<file path="src/rtl/uart_arb_pkg.sv">
`default_nettype none
// ============================================================================
// Module   : uart_arb_pkg
// Purpose  : Shared encodings for the UART TX line arbiter.
// Revision : 1.0 - initial release
// ============================================================================
package uart_arb_pkg;

    typedef enum logic [1:0] {
        ST_IDLE = 2'd0,
        ST_LOCK = 2'd1,
        ST_TAG  = 2'd2
    } state_t;

    localparam logic [7:0] LF   = 8'h0A;
    localparam logic       SRC0 = 1'b0;
    localparam logic       SRC1 = 1'b1;

endpackage
`default_nettype wire

</file>
<file path="src/rtl/uart_tx_arbiter.sv">
`default_nettype none
// ============================================================================
// Module   : uart_tx_arbiter
// Purpose  : Line-granular two-source arbiter in front of the UART TX core.
//            UART_ARB_TAG_EN: prefix each change of owner with a tag byte.
// Revision : 1.0 - initial release
// ============================================================================
module uart_tx_arbiter
    import uart_arb_pkg::*;
#(
    parameter int IDLE_TIMEOUT = 4800,
    parameter int MAX_BURST    = 64
`ifdef UART_ARB_TAG_EN
    ,
    parameter logic [7:0] TAG0 = 8'h43,
    parameter logic [7:0] TAG1 = 8'h55
`endif
) (
    input  logic       clk,
    input  logic       reset,
    input  logic [7:0] s0_data,
    input  logic       s0_valid,
    output logic       s0_ready,
    input  logic [7:0] s1_data,
    input  logic       s1_valid,
    output logic       s1_ready,
    output logic [7:0] m_data,
    output logic       m_valid,
    input  logic       m_ready,
    output logic [1:0] grant,
    output logic       busy
);

    localparam logic [12:0] IDLE_LIM  = 13'(IDLE_TIMEOUT);
    localparam logic [6:0]  BURST_LIM = 7'(MAX_BURST);

    state_t      state, state_nx;
    logic        sel, sel_nx;
    logic        rr_ptr, rr_ptr_nx;
    logic [6:0]  burst_cnt, burst_cnt_nx;
    logic [12:0] idle_cnt, idle_cnt_nx;
`ifdef UART_ARB_TAG_EN
    logic        last_vld, last_vld_nx;
    logic        last_src, last_src_nx;
`endif

    logic        pick;
    logic        g_valid;
    logic [7:0]  g_data;
    logic        xfer;
    logic        rel;

    always_ff @(posedge clk or posedge reset) begin
        if (reset) begin
            state     <= ST_IDLE;
            sel       <= SRC0;
            rr_ptr    <= SRC0;
            burst_cnt <= '0;
            idle_cnt  <= '0;
`ifdef UART_ARB_TAG_EN
            last_vld  <= 1'b0;
            last_src  <= SRC0;
`endif
        end else begin
            state     <= state_nx;
            sel       <= sel_nx;
            rr_ptr    <= rr_ptr_nx;
            burst_cnt <= burst_cnt_nx;
            idle_cnt  <= idle_cnt_nx;
`ifdef UART_ARB_TAG_EN
            last_vld  <= last_vld_nx;
            last_src  <= last_src_nx;
`endif
        end
    end

    always_comb begin
        g_data  = (sel == SRC1) ? s1_data  : s0_data;
        g_valid = (sel == SRC1) ? s1_valid : s0_valid;
        pick    = (s0_valid && s1_valid) ? rr_ptr : (s1_valid ? SRC1 : SRC0);
        xfer    = 1'b0;
        rel     = 1'b0;

        state_nx     = state;
        sel_nx       = sel;
        rr_ptr_nx    = rr_ptr;
        burst_cnt_nx = burst_cnt;
        idle_cnt_nx  = idle_cnt;
`ifdef UART_ARB_TAG_EN
        last_vld_nx  = last_vld;
        last_src_nx  = last_src;
`endif

        m_data   = 8'h00;
        m_valid  = 1'b0;
        s0_ready = 1'b0;
        s1_ready = 1'b0;
        busy     = (state != ST_IDLE);
        grant    = 2'b00;
        if (state != ST_IDLE)
            grant = (sel == SRC1) ? 2'b10 : 2'b01;

        case (state)
            ST_IDLE: begin
                // Counters start fresh for every grant
                burst_cnt_nx = '0;
                idle_cnt_nx  = '0;
                if (s0_valid || s1_valid) begin
                    sel_nx   = pick;
                    state_nx = ST_LOCK;
`ifdef UART_ARB_TAG_EN
                    if (!last_vld || (last_src != pick))
                        state_nx = ST_TAG;
                    last_vld_nx = 1'b1;
                    last_src_nx = pick;
`endif
                end
            end

            ST_LOCK: begin
                m_data   = g_data;
                m_valid  = g_valid;
                s0_ready = (sel == SRC0) && m_ready;
                s1_ready = (sel == SRC1) && m_ready;
                xfer     = g_valid && m_ready;

                if (xfer)
                    burst_cnt_nx = burst_cnt + 7'd1;

                // Backpressured bytes still count as activity
                if (g_valid)
                    idle_cnt_nx = '0;
                else if (idle_cnt != 13'h1FFF)
                    idle_cnt_nx = idle_cnt + 13'd1;

                rel = (xfer && ((g_data == LF) || (burst_cnt + 7'd1 == BURST_LIM)))
                   || (!g_valid && (idle_cnt + 13'd1 == IDLE_LIM));

                if (rel) begin
                    state_nx  = ST_IDLE;
                    rr_ptr_nx = ~sel;
                end
            end

`ifdef UART_ARB_TAG_EN
            ST_TAG: begin
                m_valid      = 1'b1;
                m_data       = (sel == SRC1) ? TAG1 : TAG0;
                burst_cnt_nx = '0;
                idle_cnt_nx  = '0;
                if (m_ready)
                    state_nx = ST_LOCK;
            end
`endif

            default: begin
                state_nx = ST_IDLE;
            end
        endcase
    end

endmodule
`default_nettype wire

</file>
<file path="config.mk">
export PLATFORM = sky130hd
export DESIGN_NAME = uart_tx_arbiter
export DESIGN_NICKNAME = d
export VERILOG_FILES = /design/src/rtl/uart_arb_pkg.sv /design/src/rtl/uart_tx_arbiter.sv
export SDC_FILE = /design/constraint.sdc
export NUM_CORES = 1
export LEC_CHECK = 0
export CAP_MARGIN = 25
export CORE_MARGIN = 5
export CORE_UTILIZATION = 30
export CTS_CLUSTER_SIZE = 12
export DETAILED_ROUTE_END_ITERATION = 12
export HOLD_SLACK_MARGIN = 0.06
export SLEW_MARGIN = 15
export SYNTH_ARGS = -nofsm -noshare
export SYNTH_HDL_FRONTEND = slang
export SYNTH_SLANG_ARGS = --single-unit
</file>
<file path="constraint.sdc">
create_clock -name clk -period 4.8 [get_ports clk]
set_clock_uncertainty 0.2 [all_clocks]
set_input_delay 0.96 -clock clk [delete_from_list [all_inputs] [get_ports clk]]
set_output_delay 0.96 -clock clk [all_outputs]
set_load 0.01 [all_outputs]
</file>
After elaboration in Yosys (flattened, before gate mapping)
Index checks and enable logic that the tools add are counted.
Widths: inputs -> output; s select.
{ "totals": {"reg_bits": 24, "input_bits": 21, "out_inout_bits": 14} }
{ "op_classes": {"n_addsub": 2, "n_eq_ne": 9, "mux": 18, "bitwise_logic": 1, "reduce_logical": 18} }
{ "op_table": {"columns": ["cell", "n"], "rows": [
  ["$mux 13", 2],
  ["$pmux 13 s2", 1],
  ["$mux 8", 2],
  ["$pmux 7 s2", 1],
  ["$add 13x1->13 const B", 1],
  ["$eq 13x13->1 const B", 1],
  ["$ne 13x13->1 const B", 1],
  ["$reduce_and 2->1", 5],
  ["$eq 8x4->1 const B", 1],
  ["$mux 2", 4],
  ["$add 7x1->7 const B", 1],
  ["$eq 7x7->1 const B", 1],
  ["$mux 7", 1],
  ["$logic_and 1x1->1", 6],
  ["$mux 1", 6],
  ["$ne 2x2->1 const B", 3],
  ["$pmux 2 s2", 1],
  ["$reduce_bool 2->1", 2],
  ["$logic_or 1x1->1", 3],
  ["$ne 3x3->1 const B", 1],
  ["$eq 2x1->1 const B", 1],
  ["$logic_not 2->1", 1],
  ["$logic_not 1->1", 1],
  ["$not 1->1", 1]
]} }

Depth between registers and ports, before layout
{ "logic_depth": {"ltp_word": 7, "mapped_depth": 8, "mapped_depth_nobuf": 7} }

Worst setup path after synthesis
OpenSTA, ideal clock, no wires.
{ "synth_path": {"path_type": "input port to output port", "from": "input port s1_valid", "to": "output port m_valid", "t_arrival_ns": 1.309, "setup_slack_ns": 2.331, "stages": 2, "n_path_buf": 0, "cell_sequence": "mux2i_2 > nor2_1"} }
{ "synth_via": {"elab_chain_len": 2} }
{ "synth_rtl": {"columns": ["item", "line_no", "text"], "rows": [
  ["start, declared", "uart_tx_arbiter.sv:25", "input logic s1_valid,"],
  ["$mux 1", "uart_tx_arbiter.sv:79", "g_valid = (sel == SRC1) ? s1_valid : s0_valid;"],
  ["$mux 1", "uart_tx_arbiter.sv:103", "case (state)"],
  ["end, declared", "uart_tx_arbiter.sv:28", "output logic m_valid,"]
]} }
No other way between the ends.

Final worst setup path
Same ends and word-level chain as after synthesis.

==> impl_metrics.tcl <==
set metrics [dict create \
    crit_fanout 5 \
    cap_violations 0 \
    final_layout_size_suffix_gt1_frac 0.0518 \
    die_w_um 79.6 \
    cp_top_family "buffers and inverters" \
    fin_crit_ps 3480 \
    setup_ws_ps 1320 \
    first_iter_violations 115 \
    postCtsSetupRepairBufs 0 \
    routed_wl_um 3240 \
    dr_total_vias 1229 \
    syn_area_um2 1450 \
    port_buffers 34 \
    clk_pin_slew_ps 80 \
    drc 0 \
    dp_hpwl_um 2390 \
    worstPathCellList "clkdlybuf4s50_1 > mux2i_2 > nor2_1 > clkdlybuf4s50_1" \
    instances_no_fill 260 \
    num_io_pins 35 \
    nets 217 \
    slew_viol_final 0 \
    synth_top_area_frac 0.396 \
    path_class "input pin to output port" \
    slowest_stage "clkdlybuf4s50_1" \
    place_congestion 0.805 \
    synth_top_area_cell "dfrtp_1" \
    start_util 0.308 \
    grt_max_degree 24 \
    grt_pass1_wl_um 5440 \
    ys_seq_area_frac 0.396 \
    hp-start "rr_ptr" \
    status "completed" \
    rsz0062_at_grt "no" \
    wire_per_inst_um 12.5 \
    tightestPinTransition_ps 679 \
    worst_ep_arrival_time_ps 2320 \
    slew_headroom 0.547 \
    critPathBufInv 2 \
    cts_tree "done" \
    vdd_drop_max_mv 0.164 \
    htreeDepth 1 \
    num_antenna_cells 0 \
    clock_path_buffers 2 \
    ctsResizeCount 0 \
    drtAntennaViolNets 0 \
    grt_pass1_vias 1241 \
    viasPerCell 4.73 \
    power_density_nw_per_um2 266 \
    dp.cells 255 \
    end_kind "output port" \
    crit_start "s1_valid" \
    firstDrtPassIters 4 \
    syn_nets 184 \
    grt-ovfl-total 0 \
    cpMostUsedCell "clkdlybuf4s50_1" \
    clock.fmax_mhz 287 \
    yosysUniqueCellTypes 38 \
    area_growth_pct 31.5 \
    cts.sinks 23 \
    setup_viol 0 \
    yosysWarnings 0 \
    period_share 0.725 \
    hold_path.class "register to register" \
    synth_area_per_cell_um2 9.03 \
    syn-instance-count 161 \
    cts-hold-fix-buffers 0 \
    insertion_delay_ps 270 \
    fin_util 0.405 \
    grt_usage 0.106 \
    ys_ff_latch 23 \
    worstSetupStartpointType "input pin" \
    cts-root-buf "clkbuf_8" \
    p_leak_nw 0.752 \
    die_area_um2 6340 \
    crit_required_ps 3640 \
    critPathMaxStageDelay_ps 570 \
    yosys-top-cells-area "dfrtp_1, mux2i_1, nor2_1" \
    final_hold_viol_count 0 \
    cts_made_buffers 3 \
    fp.coreArea_um2 4720 \
    antenna_found_initial 0 \
    die_h_um 79.6 \
    place_ws_ps 1310 \
    timing.rr.start "idle_cnt[0]" \
    fin_tns_setup_ps 0 \
    row_count 25 \
]
[cell families after synthesis]
group	count (synthesis)	share of synthesized area
buffers and inverters	11	0.0379
adders and majority gates	2	0.0172
AOI/OAI and AO/OA	22	0.0912
muxes	15	0.107
and+or+nand+nor	73	0.261
DFF	23	0.396
xor gates and xnor gates	15	0.0904
[layout make-up]
cell class	instances	area, µm²
fillers	479	2810
clock inverters	1	5.00
multi-input cells	127	823
flip-flops and latches	23	576
inverters	4	15.0
repair buffers	35	368
well taps	67	83.8
clock buffers	3	41.3
[metal layers]
layer	vias up	global-route usage	part of all wire
met1	560	0.130	0.46
met5	-	0	0
li1	637	-	-
met4	0	0.0155	0.0053
met3	4	0.0395	0.071
met2	28	0.179	0.46
[path summary, 6_finish.rpt]
check / end / slack [ps] / cells after the start
worst max-delay path: m_valid / 1320 / 4
worst min register to register: rr_ptr / 340 / 2
worst min-delay path: rr_ptr / 340 / 2
max in group asynchronous: rr_ptr / 3230 / 3
worst max register to register: rr_ptr / 2110 / 7
min in group asynchronous: idle_cnt[6] / 760 / 2
[sequential cells by signal, summed over array words and instances, names as in the netlist]
name	cells
state	1
burst_cnt	7
rr_ptr	1
idle_cnt	13
sel	1
[per-stage QoR]
stage | hold WS (ps) | power [mW] | cell area [µm²]
3_3_place_gp | 320 | 0.386 | 1840
6_report | 340 | 0.509 | 1910
5_1_grt | 375 | 0.542 | 1910
4_1_cts | 346 | 0.514 | 1880
2_1_floorplan | 298 | 0.335 | 1450
3_5_place_dp | 334 | 0.386 | 1840
[worst reg2reg max path, cell delays in order, from the launching register on]
cell and delay, ps:
dfrtp_1 440, ha_1 350, and3_1 250, nand4_1 480
nand3_1 250, o21ai_0 140, a41oi_1 270, mux2i_1 220
[placed cells by master, fill, tap and decap left out, types with 2 or more instances in the layout]
cell type        count
nand2b_1             2
xnor2_1              9
nand3_1              9
a31oi_1              2
ha_1                 2
o21ai_0              2
dfrtp_1             23
a21oi_1             13
inv_1                3
nand2_1             11
nand3b_1             2
xor2_1               6
clkdlybuf4s50_1     34
nor2_1              25
nor4b_1              5
nor4_1               2
nand4_1              3
and3_1               4
and2_1               3
mux2i_1             13
nor3_1               2
clkbuf_8             3
[synthesized netlist by cell type, drive strengths merged]
master  count
nor4        2
clkinv      1
mux2        1
dfrtp      23
o32a        1
buf         3
nand3b      2
clkbuf      4
nor3        2
and2        3
a311oi      1
nor3b       1
nand2b      2
inv         3
o211ai      1
a31oi       2
and3        4
o31a        1
nand2      11
o21ai       2
nand3       9
or3         1
ha          2
mux2i      14
and4        2
nor2       25
xnor2       9
nand4       3
xor2        6
nor4b       5
a21oi      13
nor2b       1
a41oi       1
[power breakdown]
group	switching (mW)	leakage [nW]	internal, mW
Sequential	0.0334	0.298	0.221
Clock	0.0668	0.0255	0.0581
Combinational	0.0542	0.428	0.0761
Total	0.154	0.752	0.355
Power figures use the tool's default switching activity.
